<file path="src/rtl/stream_feeder_pkg.sv">
// Shared types and constants for the stream input feeder and its skid buffer.
package stream_feeder_pkg;

    localparam int unsigned FIFO_DEPTH = 2;
    localparam int unsigned FIFO_PTR_W = $clog2(FIFO_DEPTH);
    localparam int unsigned FIFO_CNT_W = $clog2(FIFO_DEPTH + 1);

    typedef enum logic [1:0] {
        ST_IDLE  = 2'd0,
        ST_RUN   = 2'd1,
        ST_DRAIN = 2'd2,
        ST_DONE  = 2'd3
    } feeder_state_e;

endpackage

</file>
<file path="src/rtl/stream_skid_fifo.sv">
// Two-entry skid buffer decoupling the upstream handshake from downstream backpressure.
module stream_skid_fifo
    import stream_feeder_pkg::*;
#(
    parameter int unsigned DATA_WIDTH = 32
) (
    input  logic                  clk,
    input  logic                  rst_n,
    input  logic                  i_push,
    input  logic [DATA_WIDTH-1:0] i_data,
    input  logic                  i_pop,
    output logic [DATA_WIDTH-1:0] o_data,
    output logic                  o_full,
    output logic                  o_empty
);

    logic [DATA_WIDTH-1:0] r_mem [FIFO_DEPTH];
    logic [FIFO_PTR_W-1:0] r_wr_ptr;
    logic [FIFO_PTR_W-1:0] r_rd_ptr;
    logic [FIFO_CNT_W-1:0] r_count;

    // Storage and pointers; simultaneous push and pop leaves occupancy unchanged.
    always_ff @(posedge clk or negedge rst_n) begin
        if (!rst_n) begin
            for (int i = 0; i < int'(FIFO_DEPTH); i++) begin
                r_mem[i] <= '0;
            end
            r_wr_ptr <= '0;
            r_rd_ptr <= '0;
            r_count  <= '0;
        end else begin
            if (i_push) begin
                r_mem[r_wr_ptr] <= i_data;
                r_wr_ptr        <= r_wr_ptr + FIFO_PTR_W'(1);
            end
            if (i_pop) begin
                r_rd_ptr <= r_rd_ptr + FIFO_PTR_W'(1);
            end
            case ({i_push, i_pop})
                2'b10:   r_count <= r_count + FIFO_CNT_W'(1);
                2'b01:   r_count <= r_count - FIFO_CNT_W'(1);
                default: r_count <= r_count;
            endcase
        end
    end

    assign o_data  = r_mem[r_rd_ptr];
    assign o_full  = (r_count == FIFO_CNT_W'(FIFO_DEPTH));
    assign o_empty = (r_count == '0);

endmodule

</file>
<file path="src/rtl/stream_in_feeder.sv">
// Feeds a fixed-length job of upstream tokens into a dataflow input stream,
// honouring the downstream full flag through a two-entry skid buffer.
module stream_in_feeder
    import stream_feeder_pkg::*;
#(
    parameter int unsigned DATA_WIDTH = 32,
    parameter int unsigned CNT_WIDTH  = 32
) (
    input  logic                  clock,
    input  logic                  reset,
    input  logic                  start,
    input  logic [CNT_WIDTH-1:0]  length,
    input  logic [DATA_WIDTH-1:0] in_data,
    input  logic                  in_valid,
    output logic                  in_ready,
    output logic [DATA_WIDTH-1:0] out_data,
    output logic                  out_wr,
    input  logic                  out_full,
    output logic                  busy,
    output logic                  done,
    output logic [CNT_WIDTH-1:0]  tokens_sent
);

    feeder_state_e        r_state;
    feeder_state_e        w_next_state;
    logic [CNT_WIDTH-1:0] r_length;
    logic [CNT_WIDTH-1:0] r_accepted;
    logic [CNT_WIDTH-1:0] r_sent;
    logic [CNT_WIDTH-1:0] w_accepted_next;
    logic [CNT_WIDTH-1:0] w_sent_next;
    logic                 w_start_ok;
    logic                 w_push;
    logic                 w_pop;
    logic                 w_fifo_full;
    logic                 w_fifo_empty;

    assign w_start_ok      = (r_state == ST_IDLE) && start;
    assign w_push          = in_valid && in_ready;
    assign w_pop           = out_wr;
    assign w_accepted_next = r_accepted + CNT_WIDTH'(w_push);
    assign w_sent_next     = r_sent + CNT_WIDTH'(w_pop);

    stream_skid_fifo #(
        .DATA_WIDTH (DATA_WIDTH)
    ) u_fifo (
        .clk     (clock),
        .rst_n   (reset),
        .i_push  (w_push),
        .i_data  (in_data),
        .i_pop   (w_pop),
        .o_data  (out_data),
        .o_full  (w_fifo_full),
        .o_empty (w_fifo_empty)
    );

    always_ff @(posedge clock or negedge reset) begin
        if (!reset) begin
            r_state <= ST_IDLE;
        end else begin
            r_state <= w_next_state;
        end
    end

    // Transitions look at next-cycle counts so the last transfer retires the phase at once.
    always_comb begin
        w_next_state = r_state;
        unique case (r_state)
            ST_IDLE: begin
                if (start) begin
                    w_next_state = (length == '0) ? ST_DONE : ST_RUN;
                end
            end
            ST_RUN: begin
                if (w_sent_next == r_length) begin
                    w_next_state = ST_DONE;
                end else if (w_accepted_next == r_length) begin
                    w_next_state = ST_DRAIN;
                end
            end
            ST_DRAIN: begin
                if (w_sent_next == r_length) begin
                    w_next_state = ST_DONE;
                end
            end
            ST_DONE: begin
                w_next_state = ST_IDLE;
            end
            default: begin
                w_next_state = ST_IDLE;
            end
        endcase
    end

    // Decoded from registered state only; out_full never reaches in_ready.
    always_comb begin
        in_ready = 1'b0;
        busy     = 1'b0;
        done     = 1'b0;
        unique case (r_state)
            ST_RUN: begin
                busy     = 1'b1;
                in_ready = (r_accepted < r_length) && !w_fifo_full;
            end
            ST_DRAIN: begin
                busy = 1'b1;
            end
            ST_DONE: begin
                done = 1'b1;
            end
            default: begin
                in_ready = 1'b0;
            end
        endcase
    end

    // Job length and transfer counters; sent count stays visible until the next start.
    always_ff @(posedge clock or negedge reset) begin
        if (!reset) begin
            r_length   <= '0;
            r_accepted <= '0;
            r_sent     <= '0;
        end else if (w_start_ok) begin
            r_length   <= length;
            r_accepted <= '0;
            r_sent     <= '0;
        end else begin
            r_accepted <= w_accepted_next;
            r_sent     <= w_sent_next;
        end
    end

    assign out_wr      = !w_fifo_empty && !out_full;
    assign tokens_sent = r_sent;

endmodule

</file>
<file path="config.mk">
export PLATFORM = sky130hd
export DESIGN_NAME = stream_in_feeder
export DESIGN_NICKNAME = d
export VERILOG_FILES = /design/src/rtl/stream_feeder_pkg.sv /design/src/rtl/stream_skid_fifo.sv /design/src/rtl/stream_in_feeder.sv
export SDC_FILE = /design/constraint.sdc
export NUM_CORES = 1
export LEC_CHECK = 0
export BUFFER_PORTS_ARGS = -buffer_cell sky130_fd_sc_hd__buf_2
export CELL_PAD_IN_SITES_DETAIL_PLACEMENT = 0
export CELL_PAD_IN_SITES_GLOBAL_PLACEMENT = 1
export CORE_MARGIN = 2
export CORE_UTILIZATION = 46
export DETAILED_ROUTE_END_ITERATION = 8
export PLACE_DENSITY_LB_ADDON = 0.3
export SETUP_SLACK_MARGIN = 0.1
export SYNTH_ARGS = -nofsm -noshare
export SYNTH_HDL_FRONTEND = slang
export SYNTH_SLANG_ARGS = --single-unit
</file>
<file path="constraint.sdc">
create_clock -name clock -period 14.5 [get_ports clock]
set_input_delay 2.175 -clock clock [delete_from_list [all_inputs] [get_ports clock]]
set_output_delay 2.175 -clock clock [all_outputs]
set_load 0.02 [all_outputs]
</file>
# After elaboration in Yosys (flattened, before gate mapping)
# Index checks and enable logic that the tools add are counted.
# W data, S select, Z words.
# word_totals
reg_bits,166
latch_bits,0
ram_bits,0
romBits,0
input_bits,69
word_cells,64
mem_count,0
# classes
n_addsub,6
multipliers,0
div,0
magnitude_cmp,4
eq_ne,11
n_shift,0
n_mux,18
bitwise_logic,2
reduce_logical,14
# ops
op,count
$mux W32,6
$add A32 B1 Y32,2
$bwmux W64,1
$eq A32 B32 Y1,2
$demux W32 S1,1
$logic_not A32 Y1,1
$lt A32 B32 Y1,1
$mux W2,5
$eq A2 B2 Y1 const B,4
$pmux W2 S4,1
$logic_and A1 B1 Y1,5
$eq A2 B1 Y1 const B,2
$ge A2 B2 Y1 const B,2
$logic_not A2 Y1,2
$ne A2 B2 Y1 const B,2
$not A1 Y2,2
$pmux W2 S2,1
$logic_not A1 Y1,3
$mux W1,3
$ne A3 B3 Y1 const B,1
$reduce_and A3 Y1,1
$add A1 B1 Y1 const B,2
$add A2 B1 Y2 const B,1
$lt A2 B1 Y1 const B,1
3 further kinds,3

# Logic depth before layout (Yosys ltp)
# Gate-level depths: netlist of run 1.
# logic_depth
word_depth,10
mapped_depth,24
depth_no_buf,23

# By module
# A second synthesis of run 1 with hierarchy kept.
# hier_totals
hier_cells,1026
area_unflattened_um2,10216.0
# by_module_without_submodules
module,n_inst,cells_each,area_each_um2,seq_area_each_um2
stream_in_feeder,1,840,7285.7,2452.4
stream_skid_fifo,1,186,2930.3,1701.6

# Least setup slack after synthesis of run 1
# No wires, ideal clock.
# synth_timing
path_kind,input port to flip-flop
startpoint,input port out_full
endpoint,register r_state[0]
setup_ns,0.145
arrival_time_ns,5.316
required_ns,14.355
setup_slack_ns,9.039
path_stages,14
path_buffers,1
cell_sequence,nor2_1 ha_1 ha_1 clkbuf_1 nand4_1 nor4_2 nand3_1 xor2_1 nor2_1 or3_1 nor4_2 nand2_1 a2111oi_0 a221oi_1
# synth_via
elab_chain_len,6
# synth_rtl
element,line_no,text
start: declaration,stream_in_feeder.sv:18,"input logic out_full,"
$logic_not A1 Y1 *,stream_in_feeder.sv:132,assign out_wr = !w_fifo_empty && !out_full;
$logic_and A1 B1 Y1 *,stream_in_feeder.sv:132,
$add A32 B1 Y32 *,stream_in_feeder.sv:41,assign w_sent_next = r_sent + CNT_WIDTH'(w_pop);
$eq A32 B32 Y1 *,"stream_in_feeder.sv:74, stream_in_feeder.sv:81",
$mux W2 (tied with other cells),stream_in_feeder.sv:74,if (w_sent_next == r_length) begin
$pmux W2 S4 or $reduce_and A3 Y1 (tied branches),--,
end signal: assignment,stream_in_feeder.sv:60,r_state <= w_next_state;
end: declaration,stream_in_feeder.sv:24,feeder_state_e r_state;
# Every way passes the cells marked *; elsewhere a longest branch is shown, timed or not.
# A chain may end at the register's enable or synchronous reset.

# Worst setup path in the final report of run 1
# layout_timing
startpoint,register r_length[10]
endpoint,register r_state[1]
# layout_via
elab_chain_len,8
# layout_rtl
element,line_no,text
start: declaration,stream_in_feeder.sv:26,logic [CNT_WIDTH-1:0] r_length;
start signal: assignment,stream_in_feeder.sv:123,r_length <= length;
$lt A32 B32 Y1,stream_in_feeder.sv:102,in_ready = (r_accepted < r_length) && !w_fifo_full;
$logic_and A1 B1 Y1,stream_in_feeder.sv:102,
$mux W1,stream_in_feeder.sv:99,unique case (r_state)
$logic_and A1 B1 Y1,stream_in_feeder.sv:38,assign w_push = in_valid && in_ready;
$add A32 B1 Y32,stream_in_feeder.sv:40,assign w_accepted_next = r_accepted + CNT_WIDTH'(w_push);
$eq A32 B32 Y1,stream_in_feeder.sv:76,end else if (w_accepted_next == r_length) begin
$ne A3 B3 Y1 (no source line),--,
$reduce_and A3 Y1 (no source line),--,
# Several ways; a longest one is shown, not always the timed one.

==> results.tsv, run 1 <==
stage	metric	value	unit
power_and_ir_drop	Seq pwr share	36.4	%
power_and_ir_drop	clock share of power	22.1	%
worst_setup_path	CP Max Fanout	10	
worst_setup_path	capture point of the critical path	r_state[1]	
synth	post-synthesis area per instance	10.0	µm²
floorplanning	Initial Util	46.7	%
sta	setup violators final	0	
global_routing	GR Util All Layers	24.3	%
clock_network	post_cts resized	0	
worst_setup_path	Setup crit start kind	flip-flop	
worst_setup_path	worst path bufs/invs	2	
power_and_ir_drop	Net Switching	825	µW
worst_setup_path	family with the most delay on the worst path	simple AND/OR/NAND/NOR gates	
synth	top-count cell post-synth	dfrtp_1	
global_routing	first-pass GRT wire length	41900	µm
sta	RSZ-0062 raised after global routing	false	
synth	main flop type after synthesis	dfrtp_1	
worst_hold_path	Hold Path Class	flip-flop to flip-flop	
sta	Worst Tran Pin Value	0.973	ns
route	drt total wl	26800	µm
sta	Tcrit/Tclk final	42.1	%
power_and_ir_drop	Combinational Power Share	41.4	%
synth	Netlist Area Pre-Place	0.00978	mm²
synth	Synth Warn #	0	
floorplanning	Die Wd	150	µm
worst_setup_path	CP arrival	6.42	ns
worst_setup_path	Worst setup EP type	flip-flop	
synth	synthesized instance count	976	
synth	Synth async-reset ratio	100	%
floorplanning	IO Pins	137	
sta	final hold violations	0	
worst_setup_path	worst r2r path cells	22	
route	routed len/inst	19.4	µm
worst_setup_path	Slowest-stage cell, CP	nor4_4	
worst_setup_path	Critical Path Max Stage Delay	0.61	ns
global_routing	initial antenna violation count	0	
floorplanning	die area	0.0224	mm²
clock_network	maximum root-to-sink buffer count	2	
synth	synth top area cells	dfrtp_1 42%, mux2_2 11%, xnor2_1 6.2%	
synth	cell taking the most area after synthesis	dfrtp_1	
global_routing	number of global-route vias before repair	7555	
sta	Slew headroom	35.1	%
floorplanning	DIE HEIGHT	150	µm
sta	minimum clock period after layout	6.11	ns
flow_run	Max Cap Viol	0	
clock_network	setup bufs post-CTS	0	
worst_setup_path	crit path from	r_length[10]	
synth	sequential area share after synthesis	42.5	%
global_routing	pin count of the biggest net entering global routing	95	
route	antenna-violating nets left	0	
route	Iter 0 DRT Violations	619	
route	# DRC	0	
sta	final setup skew	0.00964	ns
route	DR vias/cell	5.69	
clock_network	worst skew pair latency	0.44	ns
clock_network	H-tree Lvls	4	
clock_network	clock root buffer	clkbuf_16	
worst_setup_path	critical path data required time	14.82	ns
worst_setup_path	Levels on crit path	22	
floorplanning	Core ar.	0.0210	mm²
placement	GPL Wtd Cong	0.942	
synth	Cell variety after synth	65	
layout	area grow syn2layout	15.3	%
power_and_ir_drop	Max rail drop VDD	95.5	µV
clock_network	Num Clock Sinks	166	
power_and_ir_drop	Int Pwr	1230	µW
sta	total negative setup slack	0	ns
synth	syn_nets	1086	
clock_network	hold_buf cts	0	
placement	DPL Wire Length	20200	µm
worst_setup_path	launching point of the worst reg2reg path	r_length[10]	
worst_setup_path	Cell Chain, Critical Path	inv_1, ha_1, a21o_1, a21o_1, a21o_1, a211o_1, a221oi_1, o41ai_1, nand2_1, nand3_1, inv_1, ha_1, nand4_4, or2_0, nor4_4, nand2_1, xnor2_1, o21ai_0, or4_4, nor4_4, a311oi_1, mux2_1	
clock_network	CTS tree	yes	
route	Pre-Repair DR Iteration Count	5	
synth	EDFF count, synth	0	
layout	ant diodes	0	
worst_setup_path	CP most frequent cell	a21o_1	
sta	number of max-slew violations in the final report	0	
route	vias post-DR	7851	
worst_setup_path	worst reg2reg endpoint	r_state[1]	
worst_setup_path	WS Path Type	flip-flop to flip-flop	
layout	share of cells above drive strength 1	25.4	%
clock_network	clk slew on worst S/H paths	0.07	ns
power_and_ir_drop	pwr dens	182	mW/mm²
power_and_ir_drop	sw frac	40.1	%
global_routing	total grt overflow	0	
clock_network	TritonCTS buffer count	17	
synth	most frequent cells after synthesis	166 x dfrtp_1, 94 x mux2_2, 85 x nor2_1, 76 x nand2_1, 69 x xnor2_1	
floorplanning	std cell rows	53	
power_and_ir_drop	Lkg Pwr	0.00511	µW
layout	Nets	1202	
worst_setup_path	worst reg2reg setup slack	8.39	ns
run_status	status	complete, no violations	
synth	FF+latch count, synth	166	
sta	Max Freq	0.164	GHz
placement	PortBufs	136	
power_and_ir_drop	Pwr Total	2060	µW
synth	post-synth top area share	42.5	%
cell type report:
cell class,instances,area (µm²)
Sequential cell,166,4150
Inverter,46,173
Timing Repair Buffer,142,732
Clock inverter,14,158
Tap cell,275,344
Fill cell,1969,9680
Multi-Input combinational cell,719,5280
Clock buffer,18,439
sequential cells by signal, summed over array words and instances, names as in the netlist:
| register | cells |
|---|---|
| r_state | 2 |
| u_fifo.r_mem | 64 |
| r_accepted | 32 |
| r_length | 32 |
| u_fifo.r_count | 2 |
| tokens_sent | 32 |
| u_fifo.r_rd_ptr | 1 |
| u_fifo.r_wr_ptr | 1 |
cells in the final DEF, fill, tap and decap left out, types with 4 or more instances in the layout:
cell       synthesis  routed
inv_8              0       5
and2_1             7       6
o22ai_1            4       4
o211ai_1           4       4
a21o_1            14      14
xnor2_1           69      69
mux2_2            94      94
nand4b_1           4       4
nor4_1            17      17
a21oi_1           13      13
a31oi_1            5       5
dfrtp_1          166     166
nor2b_1           12      12
or3_1              4       4
mux2i_1            4       4
nor2_1            85      85
clkinv_4           0       4
and4_1             9       9
clkbuf_16          0      17
nand4_1           41      41
nand3_1           26      26
xor2_1            40      40
buf_4              0       6
inv_1             46      46
a2111oi_0          4       4
or4_4              4       4
o21ai_0           46      46
and3_1             6       6
ha_1              41      41
buf_2              5     135
mux2_1             6       6
nand2_1           76      76
nor3_1            29      29
o221ai_1           4       4
per-stage QoR:
stage,hold slack [ns],util [%],instances,worst slack [ns],area [µm²]
6_report,0.483,53.8,1380,8.39,11300
3_3_place_gp,0.463,51.0,1348,8.47,10700
3_5_place_dp,0.471,51.0,1348,8.41,10700
5_1_grt,0.497,53.8,1380,7.91,11300
2_1_floorplan,0.452,-,976,9.04,9780
4_1_cts,0.487,53.8,1380,8.47,11300
layer usage:
layer / GRT usage (%) / up-vias / wire [µm]
li1: - / 3724 / -
met1: 35.2 / 3869 / 12400
met2: 37.2 / 224 / 12400
met3: 4.51 / 34 / 1510
met4: 6.79 / 0 / 484
met5: 0 / - / 0
power by group through the flow:
stage / combinational, µW / sequential (µW) / clock, µW
2_1_floorplan: 635 / 703 / 0
3_3_place_gp: 847 / 752 / 0
3_5_place_dp: 855 / 758 / 0
4_1_cts: 860 / 750 / 465
5_1_grt: 931 / 771 / 486
6_report: 853 / 750 / 455
logic make-up after synthesis:
family,Yosys count,synth area share (%)
xor+xnor,111,10.2
buf+inv,91,3.56
simple gates,341,18.4
flops,166,42.5
compound gates,122,8.11
mux,104,11.9
fa+ha+maj,41,5.25
worst min-delay path by stage:
stage / startpoint / end / cells after the start / slack, ns
floorplan: u_fifo.r_mem[0] / u_fifo.r_mem[0] / 1 / 0.45
global placement: u_fifo.r_mem[61] / u_fifo.r_mem[61] / 1 / 0.46
detailed placement: u_fifo.r_mem[61] / u_fifo.r_mem[61] / 1 / 0.47
CTS: u_fifo.r_wr_ptr / u_fifo.r_wr_ptr / 1 / 0.49
global route: u_fifo.r_wr_ptr / u_fifo.r_wr_ptr / 1 / 0.50
finish: u_fifo.r_wr_ptr / u_fifo.r_wr_ptr / 1 / 0.48
Note: power is estimated with default switching activity, not from simulation.
==> run 2: changes to the inputs <==
CORE_UTILIZATION = 45   (was 46)
clock period = 6.1 ns   (was 14.5 ns; I/O delays follow)
==> run 2 against run 1 <==
Net effect: combinational power grew 140%; clock skew increased by 0.0023 ns; die area rose by 2.2%; highest routed layer unchanged; register-to-register slack worse by 8.1 ns; flip-flop and latch count stayed put; critical path type unchanged; total power grew 150%; setup slack lost 8.1 ns; cell area rose by 2.5%; worst hold slack lost 0.098 ns; sequential share of layout area shrank 0.89 points.
==> results.tsv, run 2 (synthesized netlist as in run 1, its figures left out) <==
stage	metric	value	unit
run_status	status	complete, no violations	
layout	Most flops, register	u_fifo.r_mem	
power_and_ir_drop	Combinational Power Share	39.8	%
sta	final hold violations	0	
global_routing	initial antenna violation count	0	
floorplanning	die area	0.0229	mm²
global_routing	busiest grt layer	met2	
worst_setup_path	CP arrival	6.11	ns
floorplanning	std cell rows	53	
sta	number of max-slew violations in the final report	0	
floorplanning	IO Pins	137	
global_routing	met1 Track Usage GR	35.7	%
worst_setup_path	Worst setup EP type	flip-flop	
power_and_ir_drop	pwr dens	443	mW/mm²
placement	DPL Wire Length	20400	µm
sta	Tcrit/Tclk final	95.0	%
layout	Layout Utilization	54.7	%
layout	Nets	1217	
sta	total negative setup slack	0	ns
clock_network	worst skew pair latency	0.43	ns
global_routing	total grt overflow	0	
floorplanning	DIE HEIGHT	151	µm
sta	Max Freq	0.173	GHz
worst_hold_path	Hold Path Class	primary input to async pin	
placement	PortBufs	136	
floorplanning	Die Wd	151	µm
route	routed len/inst	19.6	µm
route	drt total wl	27400	µm
layout	area grow syn2layout	18.3	%
layout	max reg flops	64	
clock_network	hold_buf cts	0	
route	vias post-DR	7866	
route	# DRC	0	
power_and_ir_drop	Net Switching	1950	µW
power_and_ir_drop	Pwr Total	5120	µW
power_and_ir_drop	Lkg Pwr	0.00525	µW
flow_run	Max Cap Viol	0	
worst_setup_path	Setup crit start kind	flip-flop	
sta	minimum clock period after layout	5.79	ns
global_routing	GR Util All Layers	24.3	%
clock_network	TritonCTS buffer count	17	
route	Pre-Repair DR Iteration Count	4	
sta	Slew headroom	27.9	%
floorplanning	Initial Util	46.2	%
global_routing	first-pass GRT wire length	42200	µm
layout	ant diodes	0	
global_routing	number of global-route vias before repair	7611	
floorplanning	Core ar.	0.0212	mm²
power_and_ir_drop	clock share of power	24.9	%
worst_setup_path	critical path data required time	6.41	ns
clock_network	clk slew on worst S/H paths	0.07	ns
sta	final setup skew	0.0119	ns
power_and_ir_drop	sw frac	38.1	%
global_routing	pin count of the biggest net entering global routing	81	
layout	commonest cells after routing, fill and taps aside	164 x dfrtp_1, 135 x buf_2, 94 x mux2_2	
layout	most common cell after layout, fill and taps aside	dfrtp_1	
route	Iter 0 DRT Violations	545	
clock_network	maximum root-to-sink buffer count	2	
layout	share of cells above drive strength 1	27.3	%
worst_setup_path	CP Max Fanout	7	
power_and_ir_drop	Seq pwr share	35.4	%
sta	Worst Tran Pin Value	1.07	ns
clock_network	Num Clock Sinks	166	
clock_network	clock root buffer	clkbuf_16	
clock_network	H-tree Lvls	4	
clock_network	CTS tree	yes	
sta	RSZ-0062 raised after global routing	false	
route	antenna-violating nets left	0	
worst_setup_path	WS Path Type	flip-flop to flip-flop	
power_and_ir_drop	Max rail drop VDD	193	µV
power_and_ir_drop	Int Pwr	3170	µW
placement	GPL Wtd Cong	0.943	
global_routing	GR Util met3	4.70	%
global_routing	met2 usage	36.8	%
route	DR vias/cell	5.64	
sta	setup violators final	0	
==> run 2: path summary, 6_finish.rpt <==
check | from | endpoint | slack [ns] | cells past startpoint
max | r_length[10] | r_state[1] | 0.31 | 21
min | reset | tokens_sent[6] | 0.38 | 1
max reg2reg | r_length[10] | r_state[1] | 0.31 | 21
min reg2reg | u_fifo.r_mem[61] | u_fifo.r_mem[61] | 0.49 | 1
max in group asynchronous | reset | u_fifo.r_rd_ptr | 4.32 | 2
min in group clock | u_fifo.r_mem[61] | u_fifo.r_mem[61] | 0.49 | 1
==> run 2: per-layer routing <==
metal  wire length [µm]  part of all wire [%]  vias up
met5                  0                     0        -
met4                496                   1.8        0
met3               1470                   5.3       33
met2              12600                    46      223
met1              12900                    47     3872
li1                   -                     -     3738
==> run 2: layout make-up <==
cell class	instances	area [µm²]
multi-input combinational	719	5360
tap	275	344
timing repair buffer	157	845
fill	1944	9590
clock inverter	14	255
clock buffer	18	429
sequential	166	4160
inverter	46	173
==> run 2: worst max-delay path: stages, from the launching register on <==
cell and delay, ns:
dfrtp_1 0.49, inv_1 0.13, ha_1 0.34, a21o_1 0.17, a21o_1 0.17, a21o_1 0.18, a211o_1 0.33, a221oi_4 0.37
o41ai_2 0.14, nand2_1 0.12, nand3_2 0.13, inv_2 0.13, ha_4 0.17, nand4_4 0.16, or4_4 0.58, or4_4 0.53
a31oi_1 0.18, nand3_1 0.10, or4_4 0.51, nor4_4 0.31, a311oi_1 0.11, mux2_1 0.35
==> run 2: repair_timing <==
item / CTS / global route
resized for setup: 1 / 13
setup buffers: 0 / 7
pin swaps: 0 / 8
setup endpoints to repair: 1 / 2
==> run 2: through the flow <==
stage | setup slack [ns] | instance area (µm²) | hold WS (ns) | instances
finish | 0.305 | 11600 | 0.385 | 1395
global route | 0.0770 | 11600 | 0.398 | 1395
CTS | 0.219 | 11400 | 0.388 | 1388
detailed placement | 0.0945 | 10700 | 0.475 | 1356
global placement | 0.236 | 10700 | 0.463 | 1356
floorplan | 0.834 | 9780 | 0.452 | 976
==> run 2: power by group through the flow <==
stage / Clock, µW / Sequential (µW) / Combinational [µW]
final: 1270 / 1810 / 2030
after global routing: 1340 / 1860 / 2220
after CTS: 1300 / 1810 / 2020
after detailed placement: 0 / 1830 / 2000
after global placement: 0 / 1810 / 1990
after floorplan: 0 / 1670 / 1510
